--- src/rtl/qspi_flash_responder.sv ---
// SPI/QSPI flash target: decodes read/ID commands from an oversampled SPI
// bus and streams bytes from a byte-wide memory port back to the initiator.
//
// state    | meaning
// ---------+--------------------------------------------------------------
// IDLE     | chip select inactive, waiting for cs falling edge
// CMD      | shifting in the 8-bit opcode on dq[0]
// ADDR     | shifting in the 24-bit address on dq[0]
// DUMMY    | counting dummy SCK cycles before fast/quad read data
// DATA     | driving read data (single or quad) or the JEDEC ID
// IGNORE   | unsupported opcode, outputs off until cs rises
module qspi_flash_responder #(
    parameter int          ADDR_W    = 24,
    parameter logic [23:0] JEDEC_ID  = 24'hEF4018,
    parameter int          DUMMY_CYC = 8
) (
    input  logic              clk,
    input  logic              rst,
    input  logic              spi_sck,
    input  logic              spi_cs_n,
    input  logic [3:0]        dq_i,
    output logic [3:0]        dq_o,
    output logic [3:0]        dq_oe,
    output logic              mem_rd_en,
    output logic [ADDR_W-1:0] mem_addr,
    input  logic [7:0]        mem_rdata,
    output logic              busy,
    output logic              cmd_err
);

    localparam logic [2:0] S_IDLE   = 3'd0;
    localparam logic [2:0] S_CMD    = 3'd1;
    localparam logic [2:0] S_ADDR   = 3'd2;
    localparam logic [2:0] S_DUMMY  = 3'd3;
    localparam logic [2:0] S_DATA   = 3'd4;
    localparam logic [2:0] S_IGNORE = 3'd5;

    localparam logic [7:0]        DUMMY_LAST = 8'(DUMMY_CYC - 1);
    localparam logic [ADDR_W-1:0] ADDR_ONE   = ADDR_W'(1);

    logic [2:0]        sck_sync;
    logic [2:0]        cs_sync;
    logic [3:0]        dq_s1;
    logic [3:0]        dq_s2;
    logic              sck_rise;
    logic              sck_fall;
    logic              cs_fall;
    logic              cs_rise;
    logic [2:0]        state;
    logic [7:0]        cnt;
    logic [6:0]        op_sr;
    logic [22:0]       addr_sr;
    logic [7:0]        op_next;
    logic [23:0]       addr_next;
    logic              fast;
    logic              quad;
    logic              id_mode;
    logic [1:0]        id_idx;
    logic [ADDR_W-1:0] cur_addr;
    logic              fetch_pend;
    logic              rd_q;
    logic [7:0]        hold;
    logic [7:0]        sh_out;
    logic [7:0]        id_byte;
    logic [7:0]        load_byte;
    logic              unused_bits;

    assign sck_rise  = sck_sync[1] & ~sck_sync[2];
    assign sck_fall  = ~sck_sync[1] & sck_sync[2];
    assign cs_fall   = ~cs_sync[1] & cs_sync[2];
    assign cs_rise   = cs_sync[1] & ~cs_sync[2];
    assign op_next   = {op_sr, dq_s2[0]};
    assign addr_next = {addr_sr, dq_s2[0]};
    assign load_byte = id_mode ? id_byte : hold;
    // Upper data lines are synchronized for alignment but no supported opcode
    // takes quad input; address bits above ADDR_W are dropped.
    assign unused_bits = ^{dq_s2[3:1], addr_next};

    // Select the JEDEC ID byte for the current position in the 3-byte cycle.
    always_comb begin
        id_byte = JEDEC_ID[7:0];
        case (id_idx)
            2'd0:    id_byte = JEDEC_ID[23:16];
            2'd1:    id_byte = JEDEC_ID[15:8];
            default: id_byte = JEDEC_ID[7:0];
        endcase
    end

    // Two-flop synchronizers plus an edge-detect flop; data follows SCK's delay.
    always_ff @(posedge clk or posedge rst) begin
        if (rst) begin
            sck_sync <= 3'b000;
            cs_sync  <= 3'b000;
            dq_s1    <= 4'h0;
            dq_s2    <= 4'h0;
        end else begin
            sck_sync <= {sck_sync[1:0], spi_sck};
            cs_sync  <= {cs_sync[1:0], spi_cs_n};
            dq_s1    <= dq_i;
            dq_s2    <= dq_s1;
        end
    end

    // Capture read data one clk after the strobe into the hold register.
    always_ff @(posedge clk or posedge rst) begin
        if (rst) begin
            rd_q <= 1'b0;
            hold <= 8'h00;
        end else begin
            rd_q <= mem_rd_en;
            if (rd_q) begin
                hold <= mem_rdata;
            end
        end
    end

    // Command/address/dummy/data sequencing, output drive and fetch issue.
    always_ff @(posedge clk or posedge rst) begin
        if (rst) begin
            state      <= S_IDLE;
            cnt        <= 8'h00;
            op_sr      <= 7'h00;
            addr_sr    <= 23'h0;
            fast       <= 1'b0;
            quad       <= 1'b0;
            id_mode    <= 1'b0;
            id_idx     <= 2'd0;
            cur_addr   <= '0;
            fetch_pend <= 1'b0;
            sh_out     <= 8'h00;
            dq_o       <= 4'h0;
            dq_oe      <= 4'h0;
            mem_rd_en  <= 1'b0;
            mem_addr   <= '0;
            busy       <= 1'b0;
            cmd_err    <= 1'b0;
        end else begin
            cmd_err    <= 1'b0;
            mem_rd_en  <= 1'b0;
            fetch_pend <= 1'b0;
            if (fetch_pend) begin
                mem_rd_en <= 1'b1;
                mem_addr  <= cur_addr;
            end
            if (cs_rise) begin
                // Deselect wins over any coincident SCK edge; partial byte dropped.
                state      <= S_IDLE;
                dq_oe      <= 4'h0;
                dq_o       <= 4'h0;
                busy       <= 1'b0;
                fetch_pend <= 1'b0;
                mem_rd_en  <= 1'b0;
            end else begin
                case (state)
                    S_IDLE: begin
                        if (cs_fall) begin
                            state   <= S_CMD;
                            cnt     <= 8'd7;
                            busy    <= 1'b1;
                            fast    <= 1'b0;
                            quad    <= 1'b0;
                            id_mode <= 1'b0;
                            op_sr   <= 7'h00;
                            addr_sr <= 23'h0;
                        end
                    end
                    S_CMD: begin
                        if (sck_rise) begin
                            op_sr <= op_next[6:0];
                            if (cnt == 8'd0) begin
                                case (op_next)
                                    8'h03: begin
                                        state <= S_ADDR;
                                        cnt   <= 8'd23;
                                    end
                                    8'h0B: begin
                                        state <= S_ADDR;
                                        cnt   <= 8'd23;
                                        fast  <= 1'b1;
                                    end
                                    8'h6B: begin
                                        state <= S_ADDR;
                                        cnt   <= 8'd23;
                                        fast  <= 1'b1;
                                        quad  <= 1'b1;
                                    end
                                    8'h9F: begin
                                        state   <= S_DATA;
                                        cnt     <= 8'd0;
                                        id_mode <= 1'b1;
                                        id_idx  <= 2'd0;
                                    end
                                    default: begin
                                        state   <= S_IGNORE;
                                        cmd_err <= 1'b1;
                                    end
                                endcase
                            end else begin
                                cnt <= cnt - 8'd1;
                            end
                        end
                    end
                    S_ADDR: begin
                        if (sck_rise) begin
                            addr_sr <= addr_next[22:0];
                            if (cnt == 8'd0) begin
                                cur_addr <= addr_next[ADDR_W-1:0];
                                if (fast) begin
                                    state <= S_DUMMY;
                                    cnt   <= DUMMY_LAST;
                                end else begin
                                    state     <= S_DATA;
                                    cnt       <= 8'd0;
                                    mem_rd_en <= 1'b1;
                                    mem_addr  <= addr_next[ADDR_W-1:0];
                                end
                            end else begin
                                cnt <= cnt - 8'd1;
                            end
                        end
                    end
                    S_DUMMY: begin
                        if (sck_rise) begin
                            if (cnt == 8'd0) begin
                                state     <= S_DATA;
                                mem_rd_en <= 1'b1;
                                mem_addr  <= cur_addr;
                            end else begin
                                cnt <= cnt - 8'd1;
                            end
                        end
                    end
                    S_DATA: begin
                        if (sck_fall) begin
                            dq_oe <= quad ? 4'b1111 : 4'b0010;
                            if (cnt == 8'd0) begin
                                // Byte boundary: load the next byte, then prefetch.
                                if (quad) begin
                                    dq_o   <= load_byte[7:4];
                                    sh_out <= {load_byte[3:0], 4'h0};
                                    cnt    <= 8'd1;
                                end else begin
                                    dq_o   <= {2'b00, load_byte[7], 1'b0};
                                    sh_out <= {load_byte[6:0], 1'b0};
                                    cnt    <= 8'd7;
                                end
                                if (id_mode) begin
                                    id_idx <= (id_idx == 2'd2) ? 2'd0 : id_idx + 2'd1;
                                end else begin
                                    cur_addr   <= cur_addr + ADDR_ONE;
                                    fetch_pend <= 1'b1;
                                end
                            end else begin
                                if (quad) begin
                                    dq_o   <= sh_out[7:4];
                                    sh_out <= {sh_out[3:0], 4'h0};
                                end else begin
                                    dq_o   <= {2'b00, sh_out[7], 1'b0};
                                    sh_out <= {sh_out[6:0], 1'b0};
                                end
                                cnt <= cnt - 8'd1;
                            end
                        end
                    end
                    S_IGNORE: begin
                        dq_oe <= 4'h0;
                    end
                    default: begin
                        state <= S_IDLE;
                    end
                endcase
            end
        end
    end

endmodule

--- config.mk ---
export PLATFORM = sky130hd
export DESIGN_NAME = qspi_flash_responder
export DESIGN_NICKNAME = d
export VERILOG_FILES = /design/src/rtl/qspi_flash_responder.sv
export SDC_FILE = /design/constraint.sdc
export NUM_CORES = 1
export LEC_CHECK = 0
export CAP_MARGIN = 10
export CORE_MARGIN = 10
export CORE_UTILIZATION = 45
export DETAILED_ROUTE_END_ITERATION = 10
export MAX_ROUTING_LAYER = met4
export PLACE_DENSITY_LB_ADDON = 0.12
export SETUP_SLACK_MARGIN = 0.02
export SLEW_MARGIN = 40
export SYNTH_ARGS = -nofsm -noshare
export SYNTH_HDL_FRONTEND = slang
export SYNTH_SLANG_ARGS = --single-unit
export TNS_END_PERCENT = 50
--- constraint.sdc ---
create_clock -name clk -period 9.4 [get_ports clk]
set_clock_uncertainty 0.2 [all_clocks]
set_input_delay 2.82 -clock clk [delete_from_list [all_inputs] [get_ports clk]]
set_output_delay 2.82 -clock clk [all_outputs]
set_load 0.01 [all_outputs]
==> impl_metrics.py <==
metrics = {
    "yosys": {
        "synth.top_cell.area_share_pct": 45.5,
        "synth.area.top_cells": "dfrtp_1 45%, nand2_1 8.6%, o21ai_0 6.8%",
        "syn_avg_cell_area_um2": 8.78,
        "yosysSeqAreaShare_pct": 45.5,
        "synth.net_count": 822,
        "yosysUniqueCellTypes": 57,
        "synth_cells": 802,
        "yosysWarnings": 0,
        "synth_area_um2": 7040,
        "yosysTopAreaCell": "dfrtp_1",
        "async_reset_ff_share_pct": 100,
        "ys_ff_latch": 128,
        "synth-edff-count": 0,
        "synthFlopType": "dfrtp_1",
    },
    "place": {
        "hpwlAfterDp_um": 11600,
        "pre_cts_ws_ns": 4.56,
        "port-buffer-count": 47,
        "globalplace.congestion": 0.905,
        "place_area_um2": 7610,
    },
    "drt": {
        "vias_per_cell": 5.92,
        "ant_nets": 0,
        "drc": 0,
        "wl_per_cell_um": 17.1,
        "route.vias.total": 6180,
        "totalWireLength_um": 17900,
        "dr.pass1.iters": 6,
        "drtIter0Drc": 626,
    },
    "critical_path": {
        "cp-end-kind": "primary output",
        "path_max_fanout": 2,
        "crit_type": "reg -> out",
        "ff2ff_path_depth": 7,
        "slowest_delay_ns": 0.58,
        "crit_path_top_delay_cell": "clkdlybuf4s50_1",
        "cp_data_arrival_time_ns": 1.40,
        "required_ns": 6.38,
        "crit_path_start_kind": "flop",
        "r2r_slack_ns": 6.34,
        "r2r_end": "sh_out[4]",
        "cp_top_family": "buffers and inverters",
        "path_cells": "clkdlybuf4s50_1",
        "path_depth": 1,
        "crit_buf_inv": 1,
        "r2r_start": "cnt[0]",
    },
    "cells_and_area": {
        "final_nets": 840,
        "finalInstanceArea_um2": 8270,
        "syn_to_final_growth_pct": 17.5,
        "utilization_pct": 54.2,
        "drive_above_1_share_pct": 10.4,
        "n_antenna_cell": 0,
    },
    "global_route": {
        "grt_pass1_wl_um": 29900,
        "grt_pass1_vias": 5697,
        "antenna_found_initial": 0,
        "grt_usage_pct": 17.3,
        "grt_max_degree": 68,
        "grt_overflow": 0,
    },
    "timing": {
        "tns_ns": 0,
        "rsz0062_at_grt": "no",
        "slew_violations": 0,
        "fin_hold_ws_ns": 0.146,
        "setup_viol": 0,
        "relSlewSlack_pct": 46.5,
        "final-hold-violation-count": 0,
        "finalCritPeriodShare_pct": 47.0,
        "clock.fmax_mhz": 226,
        "finalWorstSetupSlack_ns": 4.98,
        "worst_pin_slew_ns": 0.800,
        "min_period_ns": 4.42,
    },
    "cts": {
        "clkSinkCount": 128,
        "cts.root.buffer_cell": "clkbuf_16",
        "post_cts_resize_count": 0,
        "clock_latency_ns": 0.42,
        "ctsHoldBuffers": 0,
        "cts_setup_buffers": 0,
        "cts_tree": "done",
        "cts-buffers-inserted": 17,
        "clk_path_buf_depth": 2,
        "clk_pin_slew_worst_paths_ns": 0.06,
        "htreeDepth": 4,
    },
    "job": {
        "drv_cap": 0,
    },
    "hold_path": {
        "min_from": "sck_sync[0]",
        "whs_path_depth": 0,
        "hold-path-endpoint": "sck_sync[1]",
        "hold_class": "reg -> reg",
    },
    "floorplanning": {
        "die_h_um": 145,
        "row_count": 45,
        "die_x_um": 145,
        "start_util_pct": 46.1,
        "design.die.area_um2": 21000,
        "core_area_um2": 15300,
        "io_pins": 51,
    },
    "pwr": {
        "power.leakage_uw": 0.00344,
        "ir_drop_mv": 0.155,
        "powerDensity_nw_per_um2": 250,
    },
    "status": {
        "outcome": "finished clean",
    },
}
[synthesized netlist by cell type (3+ instances only)]
cell type    n
nor3_1       7
buf_2        6
nand4_1      9
a21oi_1     58
buf_1        3
nand2b_1     9
o21ai_0     95
o21ai_1      4
mux2_2      14
o22ai_1     15
buf_4        4
clkbuf_1    43
nand3_1     18
dfrtp_1    128
o32ai_1      4
a21oi_2     18
or4_1        4
or3_1        7
ha_1         4
nor3b_1      3
a22oi_1      3
nor2b_1      5
nor4_1       3
o211ai_1    26
a211oi_1     3
or2_2        5
o221ai_1    24
o31ai_1      5
nor2_1      35
inv_1       17
nand2_1    162
mux2i_1     31
[worst max path at each step]
stage / startpoint / endpoint / slack (ns)
2_1_floorplan: rst / addr_sr[0] / 2.97
3_3_place_gp: rst / cnt[4] / 4.43
3_5_place_dp: rst / cnt[3] / 4.56
4_1_cts: mem_addr[21] / mem_addr[21] / 4.97
5_1_grt: mem_addr[21] / mem_addr[21] / 4.95
6_report: mem_addr[21] / mem_addr[21] / 4.98
[per-layer routing]
metal	part of all wire (%)	GRT usage [%]	up-vias
met5	0	-	-
met4	1.1	5.46	0
met3	5.8	3.45	23
met2	45	24.4	220
met1	48	24.3	2997
li1	-	-	2940
[cells in the final DEF (no fill, tap or decap), types with 3 or more instances in the layout]
master	synthesis	routed
nand2_1	162	161
dfrtp_1	128	128
o21ai_0	95	95
a21oi_1	58	58
clkdlybuf4s50_1	0	47
nor2_1	35	35
mux2i_1	31	31
o211ai_1	26	26
o221ai_1	24	24
a21oi_2	18	18
nand3_1	18	17
clkbuf_16	0	17
inv_1	17	16
o22ai_1	15	15
mux2_2	14	14
nand2b_1	9	9
nand4_1	9	9
buf_4	4	9
or3_1	7	7
nor3_1	7	7
or2_2	5	5
nor2b_1	5	5
o31ai_1	5	5
bufinv_16	0	5
o32ai_1	4	4
or4_1	4	4
o21ai_1	4	4
ha_1	4	4
nor4_1	3	3
a22oi_1	3	3
a211oi_1	3	3
clkbuf_1	43	3
clkinv_2	0	3
[logic make-up (layout without fill, tap and decap cells)]
family | after synthesis | after routing | synth area share [%]
DFF | 128 | 128 | 45.5
adders and majority gates | 4 | 4 | 0.711
and+or+nand+nor | 276 | 276 | 17.9
AOI/OAI and AO/OA | 272 | 272 | 24.5
muxes | 45 | 45 | 6.65
xor gates and xnor gates | 1 | 1 | 0.124
buffers and inverters | 76 | 107 | 4.58
[report_power, final]
| group | leakage, µW | internal [µW] | switching, µW |
|---|---|---|---|
| Combinational | 0.00138 | 214 | 342 |
| Sequential | 0.00175 | 647 | 139 |
| Clock | 0.000318 | 484 | 242 |
| Total | 0.00344 | 1340 | 724 |
[flip-flops by register name (all words and copies together), names as in the netlist]
signal      cells
dq_s2           1
fast            1
addr_sr        23
cur_addr       24
state           3
fetch_pend      1
sh_out          7
mem_rd_en       1
cs_sync         3
rd_q            1
id_idx          2
mem_addr       24
cmd_err         1
dq_s1           1
cnt             8
sck_sync        3
dq_o            4
dq_oe           2
busy            1
quad            1
op_sr           7
id_mode         1
hold            8
[layout make-up]
class / instances / area, µm²
fillers: 1358 / 6990
multi-input cells: 598 / 3530
flip-flops and latches: 128 / 3200
repair buffers: 57 / 549
clock buffers: 22 / 464
well taps: 211 / 264
clock inverters: 10 / 183
inverters: 18 / 72.6
[metrics by stage]
step | cells | total power (µW)
2_1_floorplan | 802 | 1180
3_3_place_gp | 1012 | 1320
3_5_place_dp | 1012 | 1340
4_1_cts | 1044 | 2070
5_1_grt | 1044 | 2190
6_report | 1044 | 2070
No activity file was read; power rests on OpenSTA's default activity.
